[src/rtl/ddr_access_arbiter_if.sv]
// Requester, engine and DDR-controller signals shared by the access arbiter.
// The slave modport is the arbiter's view; master is the surrounding logic's view.
interface ddr_access_arbiter_if #(
    parameter int ADDR_W = 23,
    parameter int DATA_W = 16
);
    logic              vidReq;
    logic [ADDR_W-1:0] vidAddr;
    logic              vidGrant;
    logic              vidDone;
    logic [DATA_W-1:0] vidRData;

    logic              golReq;
    logic              golWe;
    logic [ADDR_W-1:0] golAddr;
    logic [DATA_W-1:0] golWData;
    logic              golGrant;
    logic              golDone;
    logic [DATA_W-1:0] golRData;

    logic              memReq;
    logic              memWe;
    logic [ADDR_W-1:0] memAddr;
    logic [DATA_W-1:0] memWData;
    logic              memAck;
    logic              memDone;
    logic [DATA_W-1:0] memRData;

    logic              timeoutErr;

    modport slave (
        input  vidReq, vidAddr, golReq, golWe, golAddr, golWData,
               memAck, memDone, memRData,
        output vidGrant, vidDone, vidRData, golGrant, golDone, golRData,
               memReq, memWe, memAddr, memWData, timeoutErr
    );

    modport master (
        output vidReq, vidAddr, golReq, golWe, golAddr, golWData,
               memAck, memDone, memRData,
        input  vidGrant, vidDone, vidRData, golGrant, golDone, golRData,
               memReq, memWe, memAddr, memWData, timeoutErr
    );
endinterface

[src/rtl/ddr_access_arbiter.sv]
// Two-requester DDR single-word command arbiter: video reads win unless the engine
// has waited STARVE_LIMIT video grants; one transaction in flight with a done timeout.
module ddr_access_arbiter #(
    parameter int ADDR_W       = 23,
    parameter int DATA_W       = 16,
    parameter int STARVE_LIMIT = 4,
    parameter int TIMEOUT      = 255
) (
    input  logic                clk,
    input  logic                rst,
    ddr_access_arbiter_if.slave bus
);
    typedef enum logic [1:0] {IDLE, ISSUE, WAIT_DONE} state_e;

    typedef struct packed {
        logic              we;
        logic [ADDR_W-1:0] addr;
        logic [DATA_W-1:0] wdata;
    } cmd_t;

    localparam logic [3:0] STARVE_MAX = 4'(STARVE_LIMIT);
    localparam logic [7:0] TMO_LAST   = 8'(TIMEOUT - 1);

    state_e            state_q, state_d;
    logic              owner_q, owner_d;      // 1 = engine owns the port
    cmd_t              cmd_q, cmd_d;
    logic              memReq_q, memReq_d;
    logic              vidGrant_q, vidGrant_d;
    logic              golGrant_q, golGrant_d;
    logic              vidDone_q, vidDone_d;
    logic              golDone_q, golDone_d;
    logic [DATA_W-1:0] vidRData_q, vidRData_d;
    logic [DATA_W-1:0] golRData_q, golRData_d;
    logic              timeoutErr_q, timeoutErr_d;
    logic [3:0]        starveCnt_q, starveCnt_d;
    logic [7:0]        timer_q, timer_d;

    logic              pickGol;
    logic              complete;
    logic              abort;

    always_ff @(posedge clk) begin
        if (rst) begin
            state_q      <= IDLE;
            owner_q      <= 1'b0;
            cmd_q        <= '0;
            memReq_q     <= 1'b0;
            vidGrant_q   <= 1'b0;
            golGrant_q   <= 1'b0;
            vidDone_q    <= 1'b0;
            golDone_q    <= 1'b0;
            vidRData_q   <= '0;
            golRData_q   <= '0;
            timeoutErr_q <= 1'b0;
            starveCnt_q  <= '0;
            timer_q      <= '0;
        end else begin
            state_q      <= state_d;
            owner_q      <= owner_d;
            cmd_q        <= cmd_d;
            memReq_q     <= memReq_d;
            vidGrant_q   <= vidGrant_d;
            golGrant_q   <= golGrant_d;
            vidDone_q    <= vidDone_d;
            golDone_q    <= golDone_d;
            vidRData_q   <= vidRData_d;
            golRData_q   <= golRData_d;
            timeoutErr_q <= timeoutErr_d;
            starveCnt_q  <= starveCnt_d;
            timer_q      <= timer_d;
        end
    end

    always_comb begin
        state_d      = state_q;
        owner_d      = owner_q;
        cmd_d        = cmd_q;
        memReq_d     = memReq_q;
        vidGrant_d   = vidGrant_q;
        golGrant_d   = golGrant_q;
        vidDone_d    = 1'b0;
        golDone_d    = 1'b0;
        vidRData_d   = vidRData_q;
        golRData_d   = golRData_q;
        timeoutErr_d = timeoutErr_q;
        starveCnt_d  = starveCnt_q;
        timer_d      = timer_q;
        pickGol      = 1'b0;
        complete     = 1'b0;
        abort        = 1'b0;

        unique case (state_q)
            IDLE: begin
                // The done-pulse cycle is skipped so a still-held request is not re-served.
                if (!(vidDone_q || golDone_q) && (bus.vidReq || bus.golReq)) begin
                    pickGol  = bus.golReq && (!bus.vidReq || starveCnt_q >= STARVE_MAX);
                    owner_d  = pickGol;
                    state_d  = ISSUE;
                    memReq_d = 1'b1;
                    if (pickGol) begin
                        cmd_d       = '{we: bus.golWe, addr: bus.golAddr, wdata: bus.golWData};
                        golGrant_d  = 1'b1;
                        starveCnt_d = '0;
                    end else begin
                        cmd_d      = '{we: 1'b0, addr: bus.vidAddr, wdata: '0};
                        vidGrant_d = 1'b1;
                        if (bus.golReq && starveCnt_q != 4'hF)
                            starveCnt_d = starveCnt_q + 4'd1;
                    end
                end
            end
            ISSUE: begin
                if (bus.memAck) begin
                    memReq_d = 1'b0;
                    if (bus.memDone) begin
                        complete = 1'b1;
                    end else begin
                        state_d = WAIT_DONE;
                        timer_d = '0;
                    end
                end
            end
            WAIT_DONE: begin
                if (bus.memDone)
                    complete = 1'b1;
                else if (timer_q == TMO_LAST)
                    abort = 1'b1;
                else
                    timer_d = timer_q + 8'd1;
            end
            default: state_d = IDLE;
        endcase

        if (complete || abort) begin
            state_d    = IDLE;
            memReq_d   = 1'b0;
            vidGrant_d = 1'b0;
            golGrant_d = 1'b0;
            vidDone_d  = !owner_q;
            golDone_d  = owner_q;
            if (abort)
                timeoutErr_d = 1'b1;
            else if (!cmd_q.we) begin
                if (owner_q) golRData_d = bus.memRData;
                else         vidRData_d = bus.memRData;
            end
        end
    end

    assign bus.vidGrant   = vidGrant_q;
    assign bus.vidDone    = vidDone_q;
    assign bus.vidRData   = vidRData_q;
    assign bus.golGrant   = golGrant_q;
    assign bus.golDone    = golDone_q;
    assign bus.golRData   = golRData_q;
    assign bus.memReq     = memReq_q;
    assign bus.memWe      = cmd_q.we;
    assign bus.memAddr    = cmd_q.addr;
    assign bus.memWData   = cmd_q.wdata;
    assign bus.timeoutErr = timeoutErr_q;

endmodule

[src/flat_wrapper.sv]
// flat-port wrapper written by rule: the top's interface ports become plain ports
module ddr_access_arbiter_flat 
#(
    parameter int ADDR_W       = 23,
    parameter int DATA_W       = 16,
    parameter int STARVE_LIMIT = 4,
    parameter int TIMEOUT      = 255
)
  (clk, rst, bus_vidReq, bus_vidAddr, bus_golReq, bus_golWe, bus_golAddr, bus_golWData, bus_memAck, bus_memDone, bus_memRData, bus_vidGrant, bus_vidDone, bus_vidRData, bus_golGrant, bus_golDone, bus_golRData, bus_memReq, bus_memWe, bus_memAddr, bus_memWData, bus_timeoutErr);
  ddr_access_arbiter_if #(.ADDR_W(ADDR_W), .DATA_W(DATA_W)) bus_i ();
  input  logic clk;
  input  logic rst;
  input wire logic [$bits(bus_i.vidReq)-1:0] bus_vidReq;
  input wire logic [$bits(bus_i.vidAddr)-1:0] bus_vidAddr;
  input wire logic [$bits(bus_i.golReq)-1:0] bus_golReq;
  input wire logic [$bits(bus_i.golWe)-1:0] bus_golWe;
  input wire logic [$bits(bus_i.golAddr)-1:0] bus_golAddr;
  input wire logic [$bits(bus_i.golWData)-1:0] bus_golWData;
  input wire logic [$bits(bus_i.memAck)-1:0] bus_memAck;
  input wire logic [$bits(bus_i.memDone)-1:0] bus_memDone;
  input wire logic [$bits(bus_i.memRData)-1:0] bus_memRData;
  output wire logic [$bits(bus_i.vidGrant)-1:0] bus_vidGrant;
  output wire logic [$bits(bus_i.vidDone)-1:0] bus_vidDone;
  output wire logic [$bits(bus_i.vidRData)-1:0] bus_vidRData;
  output wire logic [$bits(bus_i.golGrant)-1:0] bus_golGrant;
  output wire logic [$bits(bus_i.golDone)-1:0] bus_golDone;
  output wire logic [$bits(bus_i.golRData)-1:0] bus_golRData;
  output wire logic [$bits(bus_i.memReq)-1:0] bus_memReq;
  output wire logic [$bits(bus_i.memWe)-1:0] bus_memWe;
  output wire logic [$bits(bus_i.memAddr)-1:0] bus_memAddr;
  output wire logic [$bits(bus_i.memWData)-1:0] bus_memWData;
  output wire logic [$bits(bus_i.timeoutErr)-1:0] bus_timeoutErr;
  assign bus_i.vidReq = bus_vidReq;
  assign bus_i.vidAddr = bus_vidAddr;
  assign bus_i.golReq = bus_golReq;
  assign bus_i.golWe = bus_golWe;
  assign bus_i.golAddr = bus_golAddr;
  assign bus_i.golWData = bus_golWData;
  assign bus_i.memAck = bus_memAck;
  assign bus_i.memDone = bus_memDone;
  assign bus_i.memRData = bus_memRData;
  assign bus_vidGrant = bus_i.vidGrant;
  assign bus_vidDone = bus_i.vidDone;
  assign bus_vidRData = bus_i.vidRData;
  assign bus_golGrant = bus_i.golGrant;
  assign bus_golDone = bus_i.golDone;
  assign bus_golRData = bus_i.golRData;
  assign bus_memReq = bus_i.memReq;
  assign bus_memWe = bus_i.memWe;
  assign bus_memAddr = bus_i.memAddr;
  assign bus_memWData = bus_i.memWData;
  assign bus_timeoutErr = bus_i.timeoutErr;
  ddr_access_arbiter #(.ADDR_W(ADDR_W), .DATA_W(DATA_W), .STARVE_LIMIT(STARVE_LIMIT), .TIMEOUT(TIMEOUT)) u_core (.clk(clk), .rst(rst), .bus(bus_i));
endmodule
[config.mk]
export PLATFORM = sky130hd
export DESIGN_NAME = ddr_access_arbiter_flat
export DESIGN_NICKNAME = d
export VERILOG_FILES = /design/src/rtl/ddr_access_arbiter_if.sv /design/src/rtl/ddr_access_arbiter.sv /design/src/flat_wrapper.sv
export SDC_FILE = /design/constraint.sdc
export NUM_CORES = 1
export LEC_CHECK = 0
export CAP_MARGIN = 15
export CORE_UTILIZATION = 38
export CTS_CLUSTER_SIZE = 16
export DETAILED_ROUTE_END_ITERATION = 10
export GPL_TIMING_DRIVEN = 0
export PLACE_DENSITY_LB_ADDON = 0.1
export SLEW_MARGIN = 10
export SYNTH_ARGS = -nofsm -noshare
export SYNTH_HDL_FRONTEND = slang
export SYNTH_SLANG_ARGS = --single-unit
[constraint.sdc]
create_clock -name clk -period 1.6 [get_ports clk]
set_input_delay 0.4 -clock clk [delete_from_list [all_inputs] [get_ports clk]]
set_output_delay 0.4 -clock clk [all_outputs]
set_load 0.02 [all_outputs]
Word level (Yosys, flattened, before mapping). Cells that the tools add are included.

Register bits after elaboration: 93. Output and inout port bits: 78.

Reduce and logical (&&, ||, !) cells: 26. Bitwise operators: 6. $lt $le $gt $ge: 1. Mux-type cells: 21. Eq/ne operators: 9. Add/subtract/negate cells: 2.

Operators with widths (count): 40-bit 2-to-1 mux (1); 8-bit 2-to-1 mux (4); 8-bit case mux with 2 select lines (1); 3-bit AND reduction (4); 4-bit AND reduction (3); 8-bit by 1-bit adder with 8-bit output, second input constant (1); 8-bit equality test, second input constant (1); 4-bit 2-to-1 mux (2); 2-bit inequality test, second input constant (4); 1-bit 2-to-1 mux (7); 2-bit 2-to-1 mux (3); 1-bit NOT (6); 2-bit case mux with 3 select lines (1); 2-bit nonzero test (3); 5-bit AND reduction (1); 4-bit by 1-bit adder with 4-bit output, second input constant (1); 4-bit by 3-bit >= comparator with 1-bit output, second input constant (1); 1-bit logical OR (4); 4-bit inequality test, second input constant (1); 1-bit case mux with 2 select lines (2); 2-bit AND reduction (2); 2-bit OR reduction (2); 1-bit logical AND (3); 1-bit zero test (3); other kinds (4) (4).

Depth between registers and ports, before layout. Gate-level depths: netlist (run 1).

Depth in word-level cells: 7. Gate-level depth with buffers: 8. Depth with buffers taken out: 6.

Worst setup path after synthesis (run 1). No wires, ideal clock.

Path kind: reg2reg. Start: register u_core.state_q[0]. End: register u_core.vidRData_q[10], in the netlist u_core.bus.vidRData[10]. Arrival time: 1.670 ns. Period minus slack after synthesis: 1.802 ns. Required time: 1.468 ns. Path buffers: 2. Setup time: 0.132 ns. Slack: -0.202 ns. Cell stages (with the launch flop): 9. Cell sequence: dfxtp_1 > inv_1 > ha_1 > nand2_1 > or4_1 > clkbuf_1 > buf_2 > nand2_1 > a21oi_1.

Longest elaborated chain between the ends: 4.

Ends and longest elaborated chain: from (decl) (line ddr_access_arbiter.sv:24) `state_e state_q, state_d;`; from (signal assigned) (line ddr_access_arbiter.sv:58) `state_q <= state_d;`; 2-bit equality test / 2-bit by 1-bit equality test with 1-bit output (equally long branches) (line ddr_access_arbiter.sv:92) `unique case (state_q)`; 1-bit case mux with 2 select lines / 1-bit 2-to-1 mux (equally long branches) (line ddr_access_arbiter.sv:92); 1-bit logical OR / 1-bit NOT (equally long branches); 4-bit AND reduction (no line) *; to (signal assigned) (line ddr_access_arbiter.sv:66) `vidRData_q <= vidRData_d;`; to (decl) (line ddr_access_arbiter.sv:32) `logic [DATA_W-1:0] vidRData_q, vidRData_d;`.

Mark *: on every way between the ends. The rest lies on a longest branch, timed or not. A chain may end at the register's enable or synchronous reset.

Worst setup path in the final report (run 1).
Start: register u_core.state_q[0]. End: register u_core.golRData_q[7], in the netlist u_core.bus.golRData[7].

Longest elaborated chain between the ends: 4.

Ends and longest elaborated chain: 2-bit equality test / 2-bit by 1-bit equality test with 1-bit output (equally long branches) (line ddr_access_arbiter.sv:92); 1-bit case mux with 2 select lines / 1-bit 2-to-1 mux (equally long branches) (line ddr_access_arbiter.sv:92); 1-bit logical OR / 1-bit NOT (equally long branches); 4-bit AND reduction (no line) *; to (signal assigned) (line ddr_access_arbiter.sv:67) `golRData_q <= golRData_d;`; to (decl) (line ddr_access_arbiter.sv:33) `logic [DATA_W-1:0] golRData_q, golRData_d;`.

Marks and branches as above.

==> results.yml, run 1 <==
synth:
  synth_top_family_by_area: "simple AND/OR/NAND/NOR gates"
  synth-main-ff-cell: "dfxtp_1"
  synth_compound_area_share_pct: 15.4
  ys_ff_latch: 93
  synth_edf_count: 0
  synth_area_um2: 3720
  synth_common_cells: "dfxtp_1, nand2_1, nor2_1, a21oi_1, a311oi_1"
  synth-adder-area-share_pct: 2.36
  avgSynthCellArea_um2: 8.63
  synth_xor_area_share_pct: 0.942
  yosysSeqAreaShare_pct: 50.1
  yosys_warnings: 0
  muxShareOfSynthArea_pct: 4.58
  netlist_instances: 431
  synth_cell_types: 39
  synth_top_area_share_pct: 50.1
  async_flop_share_pct: 0
  synthSimpleGateAreaFrac_pct: 22.5
  syn_nets: 523
  yosys.area.top_type: "dfxtp_1"
  yosysMostFrequentCell: "dfxtp_1"
  netlist_top_cells_area: "dfxtp_1, nand2_1, nor2_1"
cts:
  postCtsHoldBufs: 0
  cts-root-buf: "clkbuf_8"
  cts_tree: "yes"
  clk_path_buf_depth: 2
  clkSlewWorstSetupHoldPaths_ns: 0.09
  clock_latency_ns: 0.35
  cts.sinks: 93
  cts_max_level: 3
  numCtsBuffers: 9
final_layout:
  final_nets: 729
  final_layout_size_suffix_gt1_share_pct: 26.9
  multi_input_area_um2: 2190
  fillCellCount: 771
  regArea_um2: 1880
  syn_to_final_growth_pct: 78.1
  fin_util_pct: 70.7
  n_antenna_cell: 0
outcome:
  status: "finished with violations"
  violations: "setup timing"
place:
  gp_congestion: 0.768
  hpwl_mm: 7.83
  portBuffers: 161
  post-place-ws_ns: -0.783
routing:
  wire_per_inst_um: 15.6
  route.detailed.drc: 0
  wl_met2_mm: 6.16
  num_vias: 3905
  first_pass_iters: 4
  drt_iter0_drc: 95
  drt-met1-wl_mm: 5.02
  highest_layer: "met4"
  wl_met3_um: 723
  vias_per_cell: 5.06
  routed_wl_mm: 12.0
  drtAntennaViolNets: 0
sta:
  slew_headroom_pct: 58.5
  whs_ns: 0.431
  timing.final.crit_share_pct: 112
  timing.final.crit_period_ns: 1.79
  fmax_ghz: 0.559
  final_hold_viol_count: 0
  skew_ns: 0.0126
  worst_pin_slew_ns: 0.623
  rsz0062_at_grt: "true"
  slew_violations: 0
  setup_slack_ns: -0.189
  setup_violations: 76
global_route:
  gr-total-overflow: 0
  grt_max_degree: 16
  grt_usage_pct: 22.2
  antenna_found_initial: 0
  grt_pass1_wl_mm: 17.8
  grt_pass1_vias: 3743
floorplan:
  die_h_um: 101
  rows: 35
  die_area_um2: 10200
  core-area_um2: 9370
  die_x_um: 101
  start_util_pct: 39.7
  io_pins: 163
flow_run:
  cap_violations: 0
worst_hold_path:
  holdPathStages: 3
  hp-class: "primary input to flop"
setup_path:
  crit_type: "flop to flop"
  crit_fanout: 5
  cp_data_required_time_ns: 1.82
  reg2regPathDepth: 8
  startpoint_type: "flop"
  cp.arrival_ns: 2.01
  worst_setup_path_end_kind: "flop"
power:
  pwr_density_cell_nw_per_um2: 1300
  p_leak_nw: 2.72
  ir_drop_v: 0.000713
  p_total_w: 0.00862
-- report_power, final --
group          internal [W]  total, W  switching (W)
Combinational       0.00203   0.00408        0.00205
Sequential          0.00267   0.00294       0.000264
Clock              0.000764   0.00160       0.000836
-- sequential cells by signal (all words and copies together) (netlist names), 2 cells and up --
signal	flops
u_core.bus.vidRData	16
u_core.starveCnt_q	4
u_core.bus.golRData	16
u_core.timer_q	8
u_core.bus.memWData	16
u_core.state_q	2
u_core.bus.memAddr	23
-- metal layers --
metal,up-vias,global-route usage (%)
met5,-,0
met4,0,7.02
met3,11,5.41
met2,122,39.5
met1,1864,26.3
li1,1908,-
-- worst max-delay path, cell delays in order (launching register included) --
cell and delay, ns:
dfxtp_4 0.39, inv_4 0.05, ha_4 0.27, nand2_4 0.07
nor4b_4 0.29, buf_6 0.20, buf_12 0.13, mux2i_4 0.21
nor2_1 0.06
-- placed cells by master, fill, tap and decap left out, types with 8 or more instances in the layout --
cell,count
nor2_1,55
a21oi_1,16
dfxtp_1,87
a311oi_2,8
a311oi_1,16
buf_4,16
a22oi_2,16
clkbuf_8,10
a21oi_2,10
dlygate4sd2_1,79
nand2_2,12
nor2_2,13
mux2i_1,15
nand2_1,67
clkbuf_1,8
clkdlybuf4s50_1,79
buf_6,21
-- worst paths after layout --
path | start | end | slack (ns)
worst max-delay path | u_core.state_q[0] | u_core.bus.golRData[7] | -0.19
worst min-delay path | bus_golReq | u_core.starveCnt_q[1] | 0.43
worst max register to register | u_core.state_q[0] | u_core.bus.golRData[7] | -0.19
worst min register to register | u_core.bus.vidRData[0] | u_core.bus.vidRData[0] | 0.46
-- layout make-up --
type	count	area share [%]
multi-input combinational	305	33.1
inverter	5	0.359
timing repair buffer	197	29.2
sequential	93	28.3
clock buffer	10	2.08
tap	129	2.44
buffer	26	3.51
clock inverter	6	0.926
-- timing repair --
action,4_1_cts,5_1_grt
pin swaps,42,31
buffers inserted,18,10
cloned,4,4
setup endpoints to repair,168,92
gates resized for setup,161,80
-- kinds of logic (layout without fill, tap and decap cells) --
group,after synthesis,after routing
simple gates,194,194
flops,93,93
compound gates,83,83
buf+inv,33,244
mux,17,17
fa+ha+maj,7,7
xor+xnor,4,4
-- metrics by stage --
| step | setup TNS [ns] | area (µm²) | cells |
|---|---|---|---|
| floorplan | -2.53 | 3820 | 431 |
| global placement | -50.98 | 5590 | 721 |
| detailed placement | -52.79 | 5590 | 721 |
| CTS | -6.72 | 6190 | 758 |
| global route | -12.70 | 6620 | 771 |
| finish | -6.79 | 6620 | 771 |
No activity file was read; power rests on OpenSTA's default activity.
==> run 2, diff against run 1 <==
--- a/config.mk
+++ b/config.mk
@@ -5,7 +5,7 @@
 export SDC_FILE = /design/constraint.sdc
 export NUM_CORES = 1
 export LEC_CHECK = 0
-export CAP_MARGIN = 15
+export CAP_MARGIN = 10
 export CORE_UTILIZATION = 38
 export CTS_CLUSTER_SIZE = 16
 export DETAILED_ROUTE_END_ITERATION = 10
==> results of run 2 <==
No change in the layout: final DEF, timing and power equal those of run 1.
